--- src/rtl/waveform_analyzer.sv ---
// Measures period, min, max and peak-to-peak of an 8-bit sample stream, using hysteretic rising-crossing detection.
// Optional macro WAVEFORM_ANALYZER_AVG4_EN: period_out becomes the mean of the last four periods.
module waveform_analyzer #(
    parameter int CNT_W  = 16,
    parameter int THRESH = 64,
    parameter int HYST   = 8
) (
    input  logic             clk,
    input  logic             rst,
    input  logic [7:0]       sample_in,
    input  logic             sample_valid,
    input  logic             clear,
    output logic [CNT_W-1:0] period_out,
    output logic [7:0]       vmin,
    output logic [7:0]       vmax,
    output logic [7:0]       p2p,
    output logic             meas_valid,
    output logic             locked,
    output logic             timeout
);
    localparam logic [7:0]       LO      = 8'(THRESH - HYST);
    localparam logic [7:0]       HI      = 8'(THRESH + HYST);
    localparam logic [CNT_W-1:0] CNT_MAX = '1;
    localparam logic [CNT_W-1:0] CNT_ONE = CNT_W'(1);

    typedef enum logic {IDLE, RUN} state_e;

    state_e           state_q, state_d;
    logic             armed_q, armed_d;
    logic [CNT_W-1:0] cnt_q, cnt_d;
    logic [7:0]       run_min_q, run_min_d;
    logic [7:0]       run_max_q, run_max_d;
    logic [CNT_W-1:0] period_q, period_d;
    logic [7:0]       vmin_q, vmin_d;
    logic [7:0]       vmax_q, vmax_d;
    logic [7:0]       p2p_q, p2p_d;
    logic             mv_q, mv_d;
    logic             timeout_q, timeout_d;
    logic             crossing;

`ifdef WAVEFORM_ANALYZER_AVG4_EN
    localparam int SUM_W = CNT_W + 2;
    logic [3:0][CNT_W-1:0] hist_q, hist_d;
    logic [SUM_W-1:0]      sum_q, sum_d;
    logic [1:0]            nmeas_q, nmeas_d;
`endif

    // Uses the armed flag from before this sample's own update
    assign crossing = armed_q && (sample_in >= HI);

    always_comb begin
        state_d   = state_q;
        armed_d   = armed_q;
        cnt_d     = cnt_q;
        run_min_d = run_min_q;
        run_max_d = run_max_q;
        period_d  = period_q;
        vmin_d    = vmin_q;
        vmax_d    = vmax_q;
        p2p_d     = p2p_q;
        mv_d      = 1'b0;
        timeout_d = timeout_q;
`ifdef WAVEFORM_ANALYZER_AVG4_EN
        hist_d    = hist_q;
        sum_d     = sum_q;
        nmeas_d   = nmeas_q;
`endif
        if (clear) begin
            state_d   = IDLE;
            armed_d   = 1'b0;
            cnt_d     = '0;
            run_min_d = 8'hFF;
            run_max_d = 8'h00;
            period_d  = '0;
            vmin_d    = 8'h00;
            vmax_d    = 8'h00;
            p2p_d     = 8'h00;
            timeout_d = 1'b0;
`ifdef WAVEFORM_ANALYZER_AVG4_EN
            hist_d    = '0;
            sum_d     = '0;
            nmeas_d   = '0;
`endif
        end else if (sample_valid) begin
            if (crossing)
                armed_d = 1'b0;
            else if (sample_in <= LO)
                armed_d = 1'b1;

            if (crossing) begin
                // The crossing sample opens the new period
                state_d   = RUN;
                cnt_d     = CNT_ONE;
                run_min_d = sample_in;
                run_max_d = sample_in;
                if (state_q == RUN) begin
`ifdef WAVEFORM_ANALYZER_AVG4_EN
                    sum_d  = sum_q - SUM_W'(hist_q[3]) + SUM_W'(cnt_q);
                    hist_d = {hist_q[2:0], cnt_q};
                    if (nmeas_q == 2'd3) begin
                        period_d = sum_d[SUM_W-1:2];
                        vmin_d   = run_min_q;
                        vmax_d   = run_max_q;
                        p2p_d    = run_max_q - run_min_q;
                        mv_d     = 1'b1;
                    end else begin
                        nmeas_d = nmeas_q + 2'd1;
                    end
`else
                    period_d = cnt_q;
                    vmin_d   = run_min_q;
                    vmax_d   = run_max_q;
                    p2p_d    = run_max_q - run_min_q;
                    mv_d     = 1'b1;
`endif
                end
            end else if (state_q == RUN) begin
                if (cnt_q == CNT_MAX) begin
                    // Period too long to count: give up lock, keep last results
                    timeout_d = 1'b1;
                    state_d   = IDLE;
                    armed_d   = 1'b0;
`ifdef WAVEFORM_ANALYZER_AVG4_EN
                    hist_d    = '0;
                    sum_d     = '0;
                    nmeas_d   = '0;
`endif
                end else begin
                    cnt_d     = cnt_q + CNT_ONE;
                    run_min_d = (sample_in < run_min_q) ? sample_in : run_min_q;
                    run_max_d = (sample_in > run_max_q) ? sample_in : run_max_q;
                end
            end
        end
    end

    always_ff @(posedge clk or negedge rst) begin
        if (!rst) begin
            state_q   <= IDLE;
            armed_q   <= 1'b0;
            cnt_q     <= '0;
            run_min_q <= 8'hFF;
            run_max_q <= 8'h00;
            period_q  <= '0;
            vmin_q    <= 8'h00;
            vmax_q    <= 8'h00;
            p2p_q     <= 8'h00;
            mv_q      <= 1'b0;
            timeout_q <= 1'b0;
`ifdef WAVEFORM_ANALYZER_AVG4_EN
            hist_q    <= '0;
            sum_q     <= '0;
            nmeas_q   <= '0;
`endif
        end else begin
            state_q   <= state_d;
            armed_q   <= armed_d;
            cnt_q     <= cnt_d;
            run_min_q <= run_min_d;
            run_max_q <= run_max_d;
            period_q  <= period_d;
            vmin_q    <= vmin_d;
            vmax_q    <= vmax_d;
            p2p_q     <= p2p_d;
            mv_q      <= mv_d;
            timeout_q <= timeout_d;
`ifdef WAVEFORM_ANALYZER_AVG4_EN
            hist_q    <= hist_d;
            sum_q     <= sum_d;
            nmeas_q   <= nmeas_d;
`endif
        end
    end

    assign period_out = period_q;
    assign vmin       = vmin_q;
    assign vmax       = vmax_q;
    assign p2p        = p2p_q;
    assign meas_valid = mv_q;
    assign locked     = (state_q == RUN);
    assign timeout    = timeout_q;

endmodule

--- config.mk ---
export PLATFORM = sky130hd
export DESIGN_NAME = waveform_analyzer
export DESIGN_NICKNAME = d
export VERILOG_FILES = /design/src/rtl/waveform_analyzer.sv
export SDC_FILE = /design/constraint.sdc
export NUM_CORES = 1
export LEC_CHECK = 0
export CORE_MARGIN = 3
export CORE_UTILIZATION = 50
export DETAILED_ROUTE_END_ITERATION = 10
export PLACE_DENSITY = 0.7
export SKIP_CTS_REPAIR_TIMING = 1
export SLEW_MARGIN = 25
export SYNTH_ARGS = -nofsm -noshare
export SYNTH_HDL_FRONTEND = slang
export SYNTH_SLANG_ARGS = --single-unit
--- constraint.sdc ---
create_clock -name clk -period 4.74 [get_ports clk]
set_clock_uncertainty 0.1 [all_clocks]
set_input_delay 0.948 -clock clk [delete_from_list [all_inputs] [get_ports clk]]
set_output_delay 0.948 -clock clk [all_outputs]
set_load 0.1 [all_outputs]
Yosys cells after proc, flatten, opt, wreduce, memory -nomap -nowiden
Index checks and enable logic that the tools add are counted.
- add/sub/neg operators: 2
- order comparisons: 4
- equal/unequal tests: 3
- muxes and demuxes: 54
- reduce and logical (&&, ||, !) cells: 13
- operators by type and width (operator ; number):
    $mux 8 ; 24
    $mux 16 ; 9
    $mux 1 ; 21
    $add 16x1->16 const B ; 1
    $eq 16x16->1 const B ; 1
    $reduce_and 4->1 ; 3
    $reduce_bool 3->1 ; 3
    $ge 8x7->1 const B ; 1
    $gt 8x8->1 ; 1
    $le 8x6->1 const B ; 1
    $lt 8x8->1 ; 1
    $reduce_bool 2->1 ; 4
    $sub 8x8->8 ; 1
    $reduce_and 3->1 ; 2
    $ne 3x3->1 const B ; 1
    $ne 2x2->1 const B ; 1
    $logic_and 1x1->1 ; 1
- word-level logic and storage cells: 87
- flip-flop bits (word level): 76
- bits of input ports: 12
- output and inout bits: 43

Logic depth before layout (Yosys ltp)
- depth after elaboration: 8
- gate-level depth with buffers: 10
- gate-level depth less buffers: 10

Worst setup path after synthesis
Ideal clock, no wire load.
- path kind: input-to-reg
- from: input port sample_in[1]
- to: register run_max_q[0]
- cell stages on the path: 8
- library setup time: 0.121 ns
- path buffers: 1
- data required time: 4.519 ns
- arrival time: 2.437 ns
- setup slack: 2.082 ns
- path through: ha_1 nor2b_1 o211ai_1 a21oi_1 o311a_2 o21ba_1 buf_6 a22o_1
- cells in the longest elaborated chain, start to end: 5
- elaborated cells on any way between the ends: 10
- those cells by class: 2 x order compare; 1 x eq/ne; 3 x mux; 4 x reduce/logical
- ends and longest elaborated chain (item ; RTL line ; RTL):
    from (decl) ; 10 ; input logic [7:0] sample_in,
    $ge 8x7->1 ; 49 ; assign crossing = armed_q && (sample_in >= HI);
    $logic_and 1x1->1 ; 49 ;
    $mux 8 ; 90 ; if (crossing) begin
    $mux 8 ; 84 ; end else if (sample_valid) begin
    $mux 8 ; 68 ; if (clear) begin
    to (signal assigned) ; 160 ; run_max_q <= run_max_d;
    to (decl) ; 32 ; logic [7:0] run_max_q, run_max_d;
Parallel ways exist; a longest one is shown, timed or not. The select of a mux whose other input is x is not followed.
A chain may end at the register's enable or synchronous reset.

Worst setup path after layout
- from: input port sample_in[5]
- to: register p2p_q[5], in the netlist p2p[5]
- cells in the longest elaborated chain, start to end: 4
- ends and longest elaborated chain (item ; RTL line ; RTL):
    $ge 8x7->1 ; 49 ;
    $logic_and 1x1->1 ; 49 ;
    $reduce_bool 2->1 (no source line) ; -- ;
    $reduce_and 3->1 (no source line) ; -- ;
    to (signal assigned) ; 164 ; p2p_q <= p2p_d;
    to (decl) ; 36 ; logic [7:0] p2p_q, p2p_d;
Every way passes these cells.

==> impl_results.md <==
- Min-Delay Path Class: flip-flop to flip-flop
- Die area: 9170 um^2
- Syn-to-layout area delta: 20.3%
- Root buffer cell: clkbuf_8
- CP Class: input pin to flip-flop
- I/O Buffers: 54
- Worst Setup Start Kind: input pin
- PwrDens: 341 nW/um^2
- Worst-case clock buffer depth: 2
- Crit-path leading delay family: simple AND/OR/NAND/NOR gates
- Initial Util: 0.519
- Met2 GRT Util: 0.303
- Fraction of layout cells with a size suffix above 1: 0.102
- Initial antenna violation count: 0
- Max-slew violations: 0
- P_leak: 2.14 nW
- Via density: 5.53
- Post-route ant nets: 0
- VDD IR max: 0.000160 V
- Reg-to-Reg End: run_max_q[5]$_DFFE_PN0P_
- Worst path bufs/invs: 1
- Nets: 484
- First-pass GRT wire length: 14900 um
- Hold EP: p2p[2]$_DFFE_PN0P_
- Sequential Area: 1910 um^2
- FP Rows: 32
- Path depth of the worst reg2reg path: 8
- FILL cells: 668
- Top Ports: 55
- Initial DRC Count: 110
- CP Capture Type: flip-flop
- Post-synth EDFFs: 0
- Cell taking the most area after synthesis: dfrtp_1
- Least-Margin Pin Slew: 1.00 ns
- Syn Inst Count: 396
- Max cap viols: 0
- TritonRoute pass-1 iters: 4
- Die span in y: 95.8 um
- R2R setup slack: 2.34 ns
- Slowest CP cell: or4_4
- Dominant synthesized flop cell: dfrtp_1
- Slowest stage delay, CP: 0.63 ns
- Via count: 3071
- Top cells by area, synth: dfrtp_1, ha_1, dfstp_2
- CP Data Required Time: 4.87 ns
- Netlist cell types: 59
- Critical path arrival: 3.45 ns
- Final Util: 0.624
- Final WL: 8850 um
- Syn_nets: 432
- Final Wtd Congestion: 0.961
- Hold Path Cell Cnt: 2
- Final Hold Viols: 0
- Top cell type's share of synthesized area: 0.422
- Top post-synthesis cells by count: dfrtp_1, nand2_1, o21ai_0
- Period minus WS final: 3.32 ns
- GRT Overall Usage: 0.211
- Met1 Use GR: 0.327
- Power Total: 1.65 mW
- Most frequent cell after synthesis: dfrtp_1
- CP max FO: 20
- Cell Area, Synth: 4030 um^2
- Synthesis Warnings: 0
- Largest net degree at the start of global routing: 52
- Critical-path cell list: clkdlybuf4s50_1 > or4_4 > and2_4 > a31oi_4 > nor2_1 > a22o_1
- CTS tree: done
- GR peak layer: met1
- RSZ-0062 raised after global routing: false
- Synthesis-stage register bit count: 76
- Setup_tns: 0 ns
- Max_slew headroom: 0.331
- DPL Wire Length: 6500 um
- Ys async rst share: 1.00
- Status: complete, no violations
- Hold Startpoint: p2p[2]$_DFFE_PN0P_
- Max frequency: 0.301 GHz
- Core ar.: 7770 um^2
- Htree depth: 3
- Worst skew pair latency: 0.35 ns
- Fin Hold WS: 0.376 ns
- Critical R2R Launch: run_max_q[1]$_DFFE_PN0P_
- GR Util met3: 0.0469
- Clk slew on worst S/H paths: 0.07 ns
- Die Wd: 95.8 um
- Post-synthesis sequential area ratio: 0.474
- Multi-input logic area: 1940 um^2
- Avg Inst Size Synth: 10.2 um^2
- WL/cell: 15.9 um
- CTS Buf Count: 9
- Clk sinks: 76
- Inserted Diodes: 0
- DRC: 0
- Period utilization: 0.701
- Count of final setup violators: 0
- GRT Residual Overflow: 0
- Vias in the first global route: 3031
==> power by group <==
part	total, mW	switching [mW]	internal [mW]
Combinational	0.425	0.307	0.119
Sequential	0.723	0.0341	0.689
Clock	0.506	0.246	0.260
Total	1.65	0.586	1.07
==> through the flow <==
stage	worst slack, ns	std cells	cell area (um^2)
2_1_floorplan	2.08	396	4030
4_1_cts	1.44	555	4850
6_report	1.42	555	4850
5_1_grt	1.30	555	4850
3_3_place_gp	1.15	539	4650
3_5_place_dp	1.09	539	4650
==> flip-flops by register name (all words and copies together), names as in the netlist <==
register    flops
run_min_q       8
locked          1
period_out     16
run_max_q       8
vmin            8
meas_valid      1
p2p             8
cnt_q          16
vmax            8
timeout         1
armed_q         1
==> logic make-up (layout without fill, tap and decap cells) <==
kind of cell               after synthesis  count (layout)  synth area share
and+or+nand+nor                        128             128             0.167
AOI/OAI and AO/OA                      114             114             0.207
DFF                                     76              76             0.474
buffers and inverters                   40              97            0.0447
adders and majority gates               24              24            0.0764
xor gates and xnor gates                14              14            0.0304
==> layer usage <==
layer	share of wire	vias up
li1	-	1530
met1	0.49	1466
met2	0.43	70
met3	0.069	5
met4	0.0038	0
met5	0	-
==> worst max path at each step <==
| stage | start | slack (ns) | depth (start not counted) | end |
|---|---|---|---|---|
| floorplan | sample_in[1] | 2.08 | 8 | run_max_q[0]$_DFFE_PN0P_ |
| global placement | sample_in[3] | 1.15 | 6 | vmin[7]$_DFFE_PN0P_ |
| detailed placement | sample_in[5] | 1.09 | 6 | p2p[6]$_DFFE_PN0P_ |
| CTS | sample_in[5] | 1.44 | 6 | p2p[5]$_DFFE_PN0P_ |
| global route | sample_in[5] | 1.30 | 6 | p2p[6]$_DFFE_PN0P_ |
| finish | sample_in[5] | 1.42 | 6 | p2p[5]$_DFFE_PN0P_ |
==> cells in the final DEF, fill, tap and decap left out, drive strengths merged, types with 3 or more instances in the layout <==
master / count
o22a: 9
inv: 23
dfrtp: 68
nor2: 27
clkbuf: 11
xor2: 7
a31oi: 3
clkdlybuf4s50: 53
nand4: 11
nor2b: 4
nand3: 13
buf: 6
nand2b: 18
ha: 23
and3: 4
o21ai: 31
o31ai: 13
a211oi: 6
xnor2: 7
dfstp: 8
a21oi: 15
a21o: 3
nand2: 40
a22o: 19
==> cell type report <==
cell class | instances | area share
clock buffer | 11 | 0.0292
clock inverter | 5 | 0.0124
inverter | 22 | 0.0170
multi-input combinational | 280 | 0.400
sequential | 76 | 0.394
tap | 102 | 0.0263
timing repair buffer | 59 | 0.121
==> tightest hold or removal path, stage by stage, from the launching register on <==
cell,delay [ns]
dfrtp_1,0.34
nand2_1,0.05
o31ai_1,0.05
(Power assumes the default switching activity.)
